--- src/rtl/ln_norm_sequencer_pkg.sv ---
// Shared definitions for the ln_norm conversion sequencer: state encoding,
// parameter defaults and counter widths.
package ln_norm_sequencer_pkg;

  typedef enum logic [2:0] {
    ST_IDLE   = 3'd0,
    ST_CLEAR  = 3'd1,
    ST_LAUNCH = 3'd2,
    ST_WAIT   = 3'd3,
    ST_DONE   = 3'd4,
    ST_ERR    = 3'd5
  } state_t;

  localparam int unsigned CLR_CYC_DEF = 2;
  localparam int unsigned TIMEOUT_DEF = 255;
  localparam int unsigned PERIOD_DEF  = 1000;

  localparam int unsigned WDOG_W = 16;
  // CLR_CYC is limited to 1..15, so a 4-bit down-counter covers it
  localparam int unsigned CLR_W  = 4;

endpackage

--- src/rtl/ln_period_tick.sv ---
// Free-running auto-trigger generator: counts 0..PERIOD-1 while enabled and
// emits a one-cycle registered TICK on each wrap.
module ln_period_tick
  import ln_norm_sequencer_pkg::*;
#(
  parameter int unsigned PERIOD = PERIOD_DEF
) (
  input  logic CLK,
  input  logic RST,
  input  logic EN,
  output logic TICK
);

  localparam int unsigned CW = (PERIOD > 1) ? $clog2(PERIOD) : 1;
  localparam logic [CW-1:0] LAST = CW'(PERIOD - 1);

  logic [CW-1:0] cnt;

  always_ff @(posedge CLK or posedge RST) begin
    if (RST) begin
      cnt  <= '0;
      TICK <= 1'b0;
    end else if (!EN) begin
      cnt  <= '0;
      TICK <= 1'b0;
    end else if (cnt == LAST) begin
      cnt  <= '0;
      TICK <= 1'b1;
    end else begin
      cnt  <= cnt + 1'b1;
      TICK <= 1'b0;
    end
  end

endmodule

--- src/rtl/ln_norm_sequencer.sv ---
// Sequences one ln_norm datapath conversion: latch operands, clear the
// datapath, launch both paths, collect ACKs under a watchdog, publish results.
//
// state  | meaning
// IDLE   | waiting for START or auto tick
// CLEAR  | RST_LN_FF held high for CLR_CYC cycles
// LAUNCH | one-cycle BEGIN_FSM_I/BEGIN_FSM_V pulse
// WAIT   | collecting ACK_I/ACK_V, watchdog running
// DONE   | results published, VALID high
// ERR    | watchdog expired, datapath reset for one cycle
module ln_norm_sequencer
  import ln_norm_sequencer_pkg::*;
#(
  parameter int unsigned P       = 32,
  parameter int unsigned CLR_CYC = CLR_CYC_DEF,
  parameter int unsigned TIMEOUT = TIMEOUT_DEF,
  parameter int unsigned PERIOD  = PERIOD_DEF
) (
  input  logic         CLK,
  input  logic         RST,
  input  logic         START,
  input  logic         AUTO_EN,
  input  logic [P-1:0] I_IN,
  input  logic [P-1:0] V_IN,
  input  logic         ACK_I,
  input  logic         ACK_V,
  input  logic [P-1:0] RESULT_I,
  input  logic [P-1:0] RESULT_V,
  output logic [P-1:0] I_OP,
  output logic [P-1:0] V_OP,
  output logic         RST_LN_FF,
  output logic         BEGIN_FSM_I,
  output logic         BEGIN_FSM_V,
  output logic [P-1:0] DATA_I,
  output logic [P-1:0] DATA_V,
  output logic         VALID,
  output logic         BUSY,
  output logic         TIMEOUT_ERR
);

  localparam logic [CLR_W-1:0]  CLR_LOAD  = CLR_W'(CLR_CYC - 1);
  localparam logic [WDOG_W-1:0] WDOG_LAST = WDOG_W'(TIMEOUT - 1);

  state_t            state_q, state_n;
  logic [CLR_W-1:0]  clr_q, clr_n;
  logic [WDOG_W-1:0] wdog_q, wdog_n;
  logic              ack_i_q, ack_i_n, ack_v_q, ack_v_n;
  logic [P-1:0]      res_i_q, res_i_n, res_v_q, res_v_n;
  logic [P-1:0]      i_op_n, v_op_n, data_i_n, data_v_n;
  logic              rst_ln_n, begin_n, valid_n, busy_n, terr_n;
  logic              tick, trig, got_i, got_v;

  ln_period_tick #(
    .PERIOD(PERIOD)
  ) u_tick (
    .CLK (CLK),
    .RST (RST),
    .EN  (AUTO_EN),
    .TICK(tick)
  );

  assign trig  = START | (AUTO_EN & tick);
  // completion counts an ACK arriving in the current cycle
  assign got_i = ack_i_q | ACK_I;
  assign got_v = ack_v_q | ACK_V;

  always_comb begin
    state_n  = state_q;
    clr_n    = clr_q;
    wdog_n   = wdog_q;
    ack_i_n  = ack_i_q;
    ack_v_n  = ack_v_q;
    res_i_n  = res_i_q;
    res_v_n  = res_v_q;
    i_op_n   = I_OP;
    v_op_n   = V_OP;
    data_i_n = DATA_I;
    data_v_n = DATA_V;
    terr_n   = TIMEOUT_ERR;

    case (state_q)
      ST_IDLE: begin
        if (trig) begin
          state_n = ST_CLEAR;
          clr_n   = CLR_LOAD;
          i_op_n  = I_IN;
          v_op_n  = V_IN;
          terr_n  = 1'b0;
        end
      end
      ST_CLEAR: begin
        if (clr_q == '0) state_n = ST_LAUNCH;
        else             clr_n   = clr_q - 1'b1;
      end
      ST_LAUNCH: begin
        state_n = ST_WAIT;
        wdog_n  = '0;
        ack_i_n = 1'b0;
        ack_v_n = 1'b0;
      end
      ST_WAIT: begin
        wdog_n = wdog_q + 1'b1;
        if (ACK_I && !ack_i_q) begin
          ack_i_n = 1'b1;
          res_i_n = RESULT_I;
        end
        if (ACK_V && !ack_v_q) begin
          ack_v_n = 1'b1;
          res_v_n = RESULT_V;
        end
        // completion wins over a watchdog expiring in the same cycle
        if (got_i && got_v) begin
          state_n  = ST_DONE;
          data_i_n = ack_i_q ? res_i_q : RESULT_I;
          data_v_n = ack_v_q ? res_v_q : RESULT_V;
        end else if (wdog_q == WDOG_LAST) begin
          state_n = ST_ERR;
          terr_n  = 1'b1;
        end
      end
      ST_DONE: state_n = ST_IDLE;
      ST_ERR:  state_n = ST_IDLE;
      default: state_n = ST_IDLE;
    endcase

    rst_ln_n = (state_n == ST_CLEAR) || (state_n == ST_ERR);
    begin_n  = (state_n == ST_LAUNCH);
    valid_n  = (state_n == ST_DONE);
    busy_n   = (state_n != ST_IDLE);
  end

  always_ff @(posedge CLK or posedge RST) begin
    if (RST) begin
      state_q     <= ST_IDLE;
      clr_q       <= '0;
      wdog_q      <= '0;
      ack_i_q     <= 1'b0;
      ack_v_q     <= 1'b0;
      res_i_q     <= '0;
      res_v_q     <= '0;
      I_OP        <= '0;
      V_OP        <= '0;
      DATA_I      <= '0;
      DATA_V      <= '0;
      RST_LN_FF   <= 1'b1;
      BEGIN_FSM_I <= 1'b0;
      BEGIN_FSM_V <= 1'b0;
      VALID       <= 1'b0;
      BUSY        <= 1'b0;
      TIMEOUT_ERR <= 1'b0;
    end else begin
      state_q     <= state_n;
      clr_q       <= clr_n;
      wdog_q      <= wdog_n;
      ack_i_q     <= ack_i_n;
      ack_v_q     <= ack_v_n;
      res_i_q     <= res_i_n;
      res_v_q     <= res_v_n;
      I_OP        <= i_op_n;
      V_OP        <= v_op_n;
      DATA_I      <= data_i_n;
      DATA_V      <= data_v_n;
      RST_LN_FF   <= rst_ln_n;
      BEGIN_FSM_I <= begin_n;
      BEGIN_FSM_V <= begin_n;
      VALID       <= valid_n;
      BUSY        <= busy_n;
      TIMEOUT_ERR <= terr_n;
    end
  end

endmodule

--- config.mk ---
export PLATFORM = sky130hd
export DESIGN_NAME = ln_norm_sequencer
export DESIGN_NICKNAME = d
export VERILOG_FILES = /design/src/rtl/ln_norm_sequencer_pkg.sv /design/src/rtl/ln_period_tick.sv /design/src/rtl/ln_norm_sequencer.sv
export SDC_FILE = /design/constraint.sdc
export NUM_CORES = 1
export LEC_CHECK = 0
export BUFFER_PORTS_ARGS = -buffer_cell sky130_fd_sc_hd__clkbuf_2
export CORE_MARGIN = 1.5
export CORE_UTILIZATION = 32
export CTS_CLUSTER_SIZE = 28
export DETAILED_ROUTE_END_ITERATION = 6
export GPL_TIMING_DRIVEN = 0
export PLACE_DENSITY = 0.6
export SLEW_MARGIN = 20
export SYNTH_ARGS = -nofsm -noshare
export SYNTH_HDL_FRONTEND = slang
export SYNTH_SLANG_ARGS = --single-unit
--- constraint.sdc ---
create_clock -name CLK -period 16.4 [get_ports CLK]
set_input_delay 2.46 -clock CLK [delete_from_list [all_inputs] [get_ports CLK]]
set_output_delay 2.46 -clock CLK [all_outputs]
set_load 0.05 [all_outputs]
==> results of run 1 <==
[metal layers]
metal  GRT usage [%]  share of wire (%)  vias up
met5               0                  0        -
met4            4.34                2.6        0
met3            4.18                7.0       38
met2            23.7                 47      185
met1            19.0                 44     3348
li1                -                  -     3241
[state kept, by name, indices dropped and copies added, names as in the netlist, 3 cells and up]
signal / cells
DATA_I: 32
DATA_V: 32
I_OP: 32
V_OP: 32
res_i_q: 32
res_v_q: 32
wdog_q: 16
u_tick.cnt: 10
clr_q: 4
state_q: 3
[cell usage in the layout (no fill, tap or decap), types with 3 or more instances in the layout]
cell        instances
o31ai_1             3
mux2_4             20
or4_1               4
clkinv_2            6
mux2_2            105
nor2_1             29
clkbuf_2          267
buf_1               4
xor2_1             11
buf_6               7
and3_1              3
nand3_1             5
buf_2              14
clkinvlp_4          3
nand2b_1            5
and2_1              3
nand4_1             9
dfrtp_1           232
clkbuf_1           19
clkbuf_16          29
o21ai_0            73
xnor2_1             5
buf_4               7
clkbuf_8            4
nand2_1            80
ha_1                4
and4_1              3
mux2i_1            65
o211ai_1            3
mux2_1              3
a21oi_1             4
a31oi_1             3
nor3_1              7
inv_1               7
[per-stage QoR]
stage	instances	utilization [%]	cell area, um2
finish	1463	42.2	12600
global route	1461	42.2	12600
CTS	1461	42.2	12600
detailed placement	1409	39.1	11700
global placement	1407	38.9	11600
floorplan	750	-	9800
[logic make-up (layout without fill, tap and decap cells)]
family | after synthesis | in the layout | share of synthesized area [%]
flops | 233 | 233 | 59.5
mux | 193 | 193 | 22.1
simple gates | 160 | 160 | 8.28
compound gates | 93 | 93 | 5.20
buf+inv | 51 | 372 | 2.94
xor+xnor | 16 | 16 | 1.43
fa+ha+maj | 4 | 4 | 0.511
other cells | 0 | 2 | 0
[worst max path at each step]
| stage | from | to | slack, ns | cells past startpoint |
|---|---|---|---|---|
| after CTS | RST_LN_FF$_DFF_PP1_ | RST_LN_FF | 12.60 | 1 |
| after floorplan | RST | BEGIN_FSM_V$_DFF_PP0_ | 7.55 | 1 |
| after detailed placement | AUTO_EN | I_OP[28]$_DFFE_PP0P_ | 12.07 | 6 |
| after global routing | AUTO_EN | V_OP[0]$_DFFE_PP0P_ | 12.57 | 6 |
| after global placement | RST | DATA_I[3]$_DFFE_PP0P_ | 4.60 | 2 |
| final | RST_LN_FF$_DFF_PP1_ | RST_LN_FF | 12.63 | 1 |
[cell type report]
class                           instances  area, um2  area share, %
Antenna cell                            2       5.00         0.0397
Buffer                                 43        258           2.04
Clock buffer                           41        811           6.43
Clock inverter                         11        113          0.893
Inverter                                8       37.5          0.298
Multi-Input combinational cell        466       3680           29.2
Sequential cell                       233       5830           46.2
Tap cell                              390        488           3.87
Timing Repair Buffer                  269       1390           11.0
[report_power, final]
part / internal (mW) / switching, mW / leakage, nW
Sequential: 0.820 / 0.127 / 2.90
Combinational: 0.393 / 0.863 / 2.86
Clock: 0.373 / 0.240 / 0.448
==> flow_metrics.env, run 1 <==
export IMPL_chipHeight_um=178
export IMPL_route_detailed_drc=0
export IMPL_cts_buffers=28
export IMPL_irDropWorstVdd_v=0.000106
export IMPL_r2r_slack_ns=14.24
export IMPL_slew_headroom_pct=37.5
export IMPL_fillers=2830
export IMPL_wl_per_cell_um=16.2
export IMPL_dpl_hpwl_um=16600
export IMPL_cts_hold_buf=0
export IMPL_post_drt_via_cell_ratio=4.66
export IMPL_critical_path_top_delay_family="flip-flops"
export IMPL_crit_path_max_fanout=1
export IMPL_ys_seq_area_share_pct=59.5
export IMPL_synth_most_common_cell="dfrtp_1"
export IMPL_htree_levels=1
export IMPL_area_delta_synth_final_pct=28.7
export IMPL_fin_ws_ns=12.63
export IMPL_syn_avg_cell_area_um2=13.1
export IMPL_netlist_area_leader_share_pct=59.3
export IMPL_core_area_um2=29900
export IMPL_root_buffer="clkbuf_16"
export IMPL_skew_ns=0.00857
export IMPL_hold_violations=0
export IMPL_worstSkewPairLatency_ns=0.53
export IMPL_power_mw=2.81
export IMPL_max_freq_mhz=265
export IMPL_end_kind="output port"
export IMPL_die_w_um=178
export IMPL_gp_congestion=0.742
export IMPL_grt_max_degree=87
export IMPL_synth_nets=888
export IMPL_reg2reg_to="V_OP[7]$_DFFE_PP0P_"
export IMPL_slew_violations=0
export IMPL_place_ws_ns=12.07
export IMPL_fp_row_count=63
export IMPL_whs_ns=0.464
export IMPL_drive_above_1_share_pct=44.3
export IMPL_yosys_area_top_type="dfrtp_1"
export IMPL_synth_distinct_cells=45
export IMPL_grt_pass1_vias=6920
export IMPL_synthTopCellsByCount="232 x dfrtp_1, 105 x mux2_2, 80 x nand2_1"
export IMPL_path_cells="clkbuf_2"
export IMPL_overflow=0
export IMPL_num_io_pins=268
export IMPL_portBuffers=267
export IMPL_synthFlopType="dfrtp_1"
export IMPL_post_route_min_period_ns=3.77
export IMPL_async_reset_ff_share_pct=100
export IMPL_cts_tree="built"
export IMPL_setup_viol=0
export IMPL_grt_pass1_wl_um=36900
export IMPL_synthTopCellsByArea="dfrtp_1 59%, mux2_2 12%, mux2i_1 6.6%"
export IMPL_cp_data_required_time_ns=13.94
export IMPL_powerDensity_nw_per_um2=223
export IMPL_worst_path_max_delay_cell="dfstp_2"
export IMPL_arrival_ns=1.32
export IMPL_rsz0062_at_grt="false"
export IMPL_syn_cell_area_um2=9800
export IMPL_drt_first_pass_iters=4
export IMPL_period_share_pct=23.0
export IMPL_cts_resized=0
export IMPL_p_leak_nw=6.20
export IMPL_totalWireLength_um=23700
export IMPL_syn_inst=750
export IMPL_min_path_cells=1
export IMPL_crit_buf_inv=1
export IMPL_nets=1187
export IMPL_r2r_start="state_q[1]$_DFF_PP0_"
export IMPL_die_area_um2=31700
export IMPL_cap_violations=0
export IMPL_initial_core_util_pct=32.8
export IMPL_ant_nets=0
export IMPL_ys_ff_latch=233
export IMPL_hold_path_startpoint="u_tick.cnt[0]$_DFF_PP0_"
export IMPL_reg2reg_depth=5
export IMPL_vias=6812
export IMPL_cts_path_max_buffers=3
export IMPL_yosys_warnings=0
export IMPL_status="finished, final reports clean"
export IMPL_drt_iter0_drc=263
export IMPL_path_class="flop to output port"
export IMPL_grtUsageTotal_pct=14.6
export IMPL_post_cts_buffers=0
export IMPL_antenna_found_initial=2
export IMPL_min_to="u_tick.cnt[0]$_DFF_PP0_"
export IMPL_slowest_delay_ns=0.52
export IMPL_cts_sinks=233
export IMPL_path_clk_slew_ns=0.06
export IMPL_tns_ns=0
export IMPL_hold_class="flop to flop"
export IMPL_synth_edf_count=0
export IMPL_cp_start_kind="flop"
export IMPL_tightest_slew_ns=0.938
No activity file was read; power rests on OpenSTA's default activity.
==> run 2: changes to the inputs <==
--- a/config.mk
+++ b/config.mk
@@ -5,13 +5,14 @@
 export SDC_FILE = /design/constraint.sdc
 export NUM_CORES = 1
 export LEC_CHECK = 0
+export ABC_AREA = 1
 export BUFFER_PORTS_ARGS = -buffer_cell sky130_fd_sc_hd__clkbuf_2
 export CORE_MARGIN = 1.5
 export CORE_UTILIZATION = 32
 export CTS_CLUSTER_SIZE = 28
 export DETAILED_ROUTE_END_ITERATION = 6
 export GPL_TIMING_DRIVEN = 0
-export PLACE_DENSITY = 0.6
+export PLACE_DENSITY = 0.62
 export SLEW_MARGIN = 20
 export SYNTH_ARGS = -nofsm -noshare
 export SYNTH_HDL_FRONTEND = slang
==> constraint.sdc (replaced) <==
create_clock -name CLK -period 3.45 [get_ports CLK]
set_input_delay 0.5175 -clock CLK [delete_from_list [all_inputs] [get_ports CLK]]
set_output_delay 0.5175 -clock CLK [all_outputs]
set_load 0.05 [all_outputs]
==> run 2 against run 1 <==
  * Die area up 2.0%
  * Core utilization down 0.31 points
  * Setup slack worse by 11 ns
  * Clock-buffer cell count up 3
  * Register-to-register slack worse by 13 ns
  * Sequential cell count unchanged
  * Power rose to 4.8 times the previous value
==> flow_metrics.env, run 2 <==
export IMPL_core_area_um2=30700
export IMPL_die_w_um=180
export IMPL_slowest_delay_ns=0.52
export IMPL_die_area_um2=32300
export IMPL_layout_commonest_cell="nand2_1"
export IMPL_portBuffers=267
export IMPL_ys_ff_latch=233
export IMPL_grt_max_degree=33
export IMPL_num_antenna_cells=0
export IMPL_dpl_hpwl_um=19600
export IMPL_synthFlopType="dfrtp_1"
export IMPL_worst_path_max_delay_cell="dfstp_2"
export IMPL_synth_xor_area_share_pct=0.613
export IMPL_synthMuxAreaShare_pct=0
export IMPL_hold_class="primary input to flop"
export IMPL_path_cells="clkbuf_2"
export IMPL_cts_path_max_buffers=3
export IMPL_place_ws_ns=1.55
export IMPL_tightest_slew_ns=0.533
export IMPL_place_area_um2=12000
export IMPL_area_delta_synth_final_pct=28.5
export IMPL_cap_violations=0
export IMPL_grt_pass1_vias=8496
export IMPL_drive_above_1_share_pct=26.2
export IMPL_synth_most_common_cell="nand2_1"
export IMPL_netlist_area_leader_share_pct=58.1
export IMPL_path_clk_slew_ns=0.06
export IMPL_final_cell_area_um2=12900
export IMPL_initial_core_util_pct=32.6
export IMPL_antenna_found_initial=0
export IMPL_setup_viol=0
export IMPL_cp_data_required_time_ns=2.93
export IMPL_yosys_warnings=0
export IMPL_drt_first_pass_iters=7
export IMPL_synthTopCellsByCount="446 x nand2_1, 232 x dfrtp_1, 117 x nor2_1"
export IMPL_synthAdderAreaFrac_pct=0.501
export IMPL_ant_nets=0
export IMPL_irDropWorstVdd_v=0.000666
export IMPL_dp_cells=1836
export IMPL_hold_violations=0
export IMPL_rsz0062_at_grt="false"
export IMPL_end_kind="output port"
export IMPL_fp_row_count=64
export IMPL_num_io_pins=268
export IMPL_htree_levels=1
export IMPL_synthTopCellsByArea="dfrtp_1 58%, nand2_1 17%, nor2_1 4.4%"
export IMPL_grt_pass1_wl_um=43900
export IMPL_path_class="flop to output port"
export IMPL_cts_tree="built"
export IMPL_instances_no_fill=1887
export IMPL_ys_seq_area_share_pct=58.3
export IMPL_cp_start_kind="flop"
export IMPL_synth_edf_count=0
export IMPL_skew_ns=0.0134
export IMPL_p_leak_nw=6.81
export IMPL_vias=8618
export IMPL_arrival_ns=1.33
export IMPL_status="finished, final reports clean"
export IMPL_layout_common_cells="446 x nand2_1, 267 x clkbuf_2, 232 x dfrtp_1, 117 x nor2_1, 94 x inv_1"
export IMPL_max_freq_mhz=542
export IMPL_critical_path_top_delay_family="flip-flops"
export IMPL_powerDensity_nw_per_um2=1050
export IMPL_gp_congestion=0.842
export IMPL_totalWireLength_um=26400
export IMPL_drt_iter0_drc=463
export IMPL_yosys_area_top_type="dfrtp_1"
export IMPL_overflow=0
export IMPL_syn_cell_area_um2=10000
export IMPL_wl_per_cell_um=14.0
export IMPL_cts_resized=0
export IMPL_grtUsageTotal_pct=16.3
export IMPL_synthSimpleGateAreaFrac_pct=23.7
export IMPL_fin_ws_ns=1.60
export IMPL_worstSkewPairLatency_ns=0.53
export IMPL_syn_inst=1165
export IMPL_cts_buffers=27
export IMPL_period_share_pct=53.5
export IMPL_crit_buf_inv=1
export IMPL_cts_sinks=233
export IMPL_chipHeight_um=180
export IMPL_synth_distinct_cells=32
export IMPL_route_detailed_drc=0
export IMPL_syn_avg_cell_area_um2=8.58
export IMPL_slew_headroom_pct=64.5
export IMPL_async_reset_ff_share_pct=100
export IMPL_crit_path_max_fanout=1
export IMPL_synth_top_family_by_area="simple AND/OR/NAND/NOR gates"
export IMPL_synth_compound_area_share_pct=9.22
export IMPL_post_drt_via_cell_ratio=4.57
export IMPL_slew_violations=0
export IMPL_root_buffer="clkbuf_16"
export IMPL_nets=1608
export IMPL_synth_nets=1303
export IMPL_post_route_min_period_ns=1.85
## run 2: cell types whose count changed after synthesis, sizes merged, moves of 61 or more
cell   delta
nand2   +368
nor2     +92
mux2    -128
mux2i    -65
inv      +93
a31oi    +61
## run 2: cell families (layout without fill, tap and decap cells)
family | count (synthesis) | after routing
buffers and inverters | 161 | 487
adders and majority gates | 4 | 4
xor gates and xnor gates | 7 | 7
AOI/OAI and AO/OA | 153 | 153
DFF | 233 | 233
and+or+nand+nor | 607 | 607
## run 2: final timing paths
check	from	endpoint	slack, ns	cells after the start
setup / recovery	RST_LN_FF$_DFF_PP1_	RST_LN_FF	1.60	1
hold / removal	V_IN[16]	V_OP[16]$_DFFE_PP0P_	0.18	3
setup reg to reg	ack_v_q$_DFFE_PP0P_	DATA_V[14]$_DFFE_PP0P_	1.68	8
hold reg to reg	V_OP[7]$_DFFE_PP0P_	V_OP[7]$_DFFE_PP0P_	0.47	2
max in group asynchronous	RST	DATA_V[8]$_DFFE_PP0P_	2.03	6
min in group asynchronous	RST	I_OP[14]$_DFFE_PP0P_	0.48	3
## run 2: per-layer routing
| metal | up-vias | track usage [%] | wire length, um |
|---|---|---|---|
| met2 | 286 | 26.0 | 12000 |
| li1 | 4262 | - | - |
| met5 | - | 0 | 0 |
| met4 | 0 | 4.17 | 515 |
| met1 | 4030 | 22.3 | 11700 |
| met3 | 40 | 4.09 | 2170 |
## run 2: per-stage QoR
step	util (%)	hold WS (ns)	TNS, ns	total power, mW
CTS	41.9	0.152	0	13.6
floorplan	-	0.453	-27.05	9.23
global placement	38.6	0.454	-388.30	10.7
global route	41.9	0.169	0	14.4
detailed placement	39.1	0.458	0	10.9
finish	41.9	0.181	0	13.5
## run 2: power by group
group	total, mW	internal (mW)	leakage (nW)	switching [mW]
Sequential	4.63	3.95	2.90	0.677
Combinational	6.14	1.49	3.51	4.65
Clock	2.71	1.58	0.405	1.13
## run 2: what timing repair did
item | in CTS | in global routing
endpoints found under the hold margin | 6 | 0
hold buffers | 1 | 0
buffers inserted | 0 | 0
## run 2: cell type report
type / instances / area [um2]
Buffer: 59 / 380
Multi-Input combinational cell: 771 / 3400
Clock buffer: 44 / 800
Clock inverter: 6 / 38.8
Fill cell: 3090 / 17800
Inverter: 102 / 387
Timing Repair Buffer: 276 / 1510
Sequential cell: 233 / 5830
Tap cell: 396 / 495
## run 2: worst reg2reg max path, delay by kind of cell, from the launching register on
kind | cells | cell delay, ns
compound gates | 1 | 0.13
simple gates | 3 | 0.47
flops | 1 | 0.31
buf+inv | 4 | 0.74
==> run 3: changes to the inputs <==
==> constraint.sdc (replaced) <==
create_clock -name CLK -period 1.63 [get_ports CLK]
set_input_delay 0.2445 -clock CLK [delete_from_list [all_inputs] [get_ports CLK]]
set_output_delay 0.2445 -clock CLK [all_outputs]
set_load 0.05 [all_outputs]
==> run 3 against run 2 <==
  * First-iteration DRC count increased by 18%
  * Final area increased by 11%
  * Clock power increased by 110%
  * Setup slack got worse by 1.6 ns
  * Critical path depth unchanged
  * Sequential cell count unchanged
  * Non-clock buffer count increased by 131
  * Power increased by 120%
  * Global-route usage increased by 0.96 points
==> flow_metrics.env, run 3 (synthesized netlist as in run 2, its figures left out) <==
export IMPL_tightest_slew_ns=0.527
export IMPL_crit_end="RST_LN_FF"
export IMPL_power_internal_mw=15.2
export IMPL_place_ws_ns=-0.128
export IMPL_rsz0062_at_grt="true"
export IMPL_arrival_ns=1.33
export IMPL_htree_levels=1
export IMPL_max_freq_mhz=634
export IMPL_min_path_cells=5
export IMPL_overflow=0
export IMPL_r2r_slack_ns=0.07
export IMPL_slew_violations=0
export IMPL_power_share_sequential_pct=33.9
export IMPL_crit_start="RST_LN_FF$_DFF_PP1_"
export IMPL_status="finished, final reports clean"
export IMPL_worst_path_max_delay_cell="dfstp_2"
export IMPL_hold_violations=0
export IMPL_cts_path_max_buffers=3
export IMPL_antenna_found_initial=1
export IMPL_totalWireLength_um=28100
export IMPL_r2r_start="state_q[2]$_DFF_PP0_"
export IMPL_core_area_um2=30700
export IMPL_cp_start_kind="flop"
export IMPL_path_clk_slew_ns=0.06
export IMPL_grt_pass1_wl_um=46800
export IMPL_period_share_pct=96.8
export IMPL_switching_share_pct=47.8
export IMPL_cts_buffers=27
export IMPL_drt_iter0_drc=546
export IMPL_route_detailed_drc=0
export IMPL_irDropWorstVdd_v=0.00141
export IMPL_reg2reg_to="DATA_V[22]$_DFFE_PP0P_"
export IMPL_whs_ns=0.167
export IMPL_power_mw=29.0
export IMPL_critical_path_depth=1
export IMPL_reg2reg_depth=9
export IMPL_fillers=2899
export IMPL_crit_buf_inv=1
export IMPL_gp_congestion=0.842
export IMPL_ant_nets=0
export IMPL_cap_violations=0
export IMPL_slowest_delay_ns=0.52
export IMPL_dp_cells=1836
export IMPL_grt_max_degree=33
export IMPL_fin_util_pct=46.4
export IMPL_portBuffers=267
export IMPL_root_buffer="clkbuf_16"
export IMPL_grtUsageTotal_pct=17.3
export IMPL_critical_path_top_delay_family="flip-flops"
export IMPL_end_kind="output port"
export IMPL_vias=9163
export IMPL_layout_common_cells="445 x nand2_1, 269 x clkbuf_2, 232 x dfrtp_1, 130 x dlygate4sd3_1, 112 x nor2_1"
export IMPL_worstSkewPairLatency_ns=0.54
export IMPL_dpl_hpwl_um=19600
export IMPL_cts_tree="built"
export IMPL_grt_pass1_vias=9214
export IMPL_wl_per_cell_um=13.9
export IMPL_fin_ws_ns=0.0526
export IMPL_power_switching_mw=13.9
export IMPL_instances_no_fill=2019
export IMPL_crit_path_max_fanout=1
export IMPL_num_io_pins=268
export IMPL_cp_data_required_time_ns=1.39
export IMPL_die_w_um=180
export IMPL_post_route_min_period_ns=1.58
export IMPL_slew_headroom_pct=64.9
export IMPL_setup_viol=0
export IMPL_nets=1739
export IMPL_drive_above_1_share_pct=24.7
export IMPL_area_delta_synth_final_pct=42.4
export IMPL_final_cell_area_um2=14200
export IMPL_fp_row_count=64
export IMPL_chipHeight_um=180
export IMPL_die_area_um2=32300
export IMPL_p_comb_share_pct=46.3
export IMPL_place_area_um2=12000
export IMPL_hold_class="primary input to flop"
export IMPL_drt_first_pass_iters=7
export IMPL_pwr_share_clk_pct=19.8
export IMPL_layout_commonest_cell="nand2_1"
export IMPL_path_cells="clkbuf_2"
export IMPL_post_drt_via_cell_ratio=4.54
export IMPL_powerDensity_nw_per_um2=2040
export IMPL_p_leak_nw=7.38
export IMPL_cts_sinks=233
export IMPL_tns_ns=0
export IMPL_initial_core_util_pct=32.6
export IMPL_path_class="flop to output port"
export IMPL_skew_ns=0.0144
==> run 3: cell types whose count changed in the layout (fill, tap and decap cells not counted), sizes merged <==
cell,change
dlygate4sd3,+129
clkbuf,+4
buf,-2
diode,+1
==> run 3: timing repair <==
action                     CTS  global route
hold endpoints to repair   284             0
hold buffers               130             0
buffers inserted             1             1
resized for setup            9            23
setup endpoints to repair   59           104
pin swaps                    1             1
==> run 3: worst min-delay path by stage <==
stage	startpoint	end	slack, ns
after CTS	RST	I_OP[14]$_DFFE_PP0P_	0.18
after floorplan	I_IN[23]	I_OP[23]$_DFFE_PP0P_	0.36
after detailed placement	RST	I_OP[14]$_DFFE_PP0P_	0.21
after global routing	RST	I_OP[14]$_DFFE_PP0P_	0.21
final	START	state_q[0]$_DFF_PP0_	0.17
after global placement	V_IN[23]	V_OP[23]$_DFFE_PP0P_	0.45
==> run 3: metal layers <==
metal / up-vias / global-route usage [%] / wire length (um)
met2: 312 / 28.6 / 13100
met4: 0 / 4.50 / 578
met5: - / 0 / 0
li1: 4529 / - / -
met1: 4279 / 23.2 / 12400
met3: 43 / 3.53 / 2040
==> run 3: area by class of cell <==
type                    instances  area [um2]  area share, %
flip-flops and latches        233        5830           41.0
multi-input cells             771        3430           24.1
repair buffers                407        2820           19.8
clock buffers                  44         800           5.61
well taps                     396         495           3.48
plain buffers                  59         433           3.04
inverters                     102         389           2.73
clock inverters                 6        38.8          0.272
diodes                          1        2.50         0.0176
==> run 3: power by group through the flow <==
stage                     Combinational [mW]  Sequential (mW)  Clock, mW
final                                   13.4             9.83       5.75
after detailed placement                13.1             9.86          0
after global placement                  12.9             9.79          0
after global routing                    14.6             10.2       6.17
after floorplan                         4.20             15.3          0
after CTS                               13.4             9.81       5.92
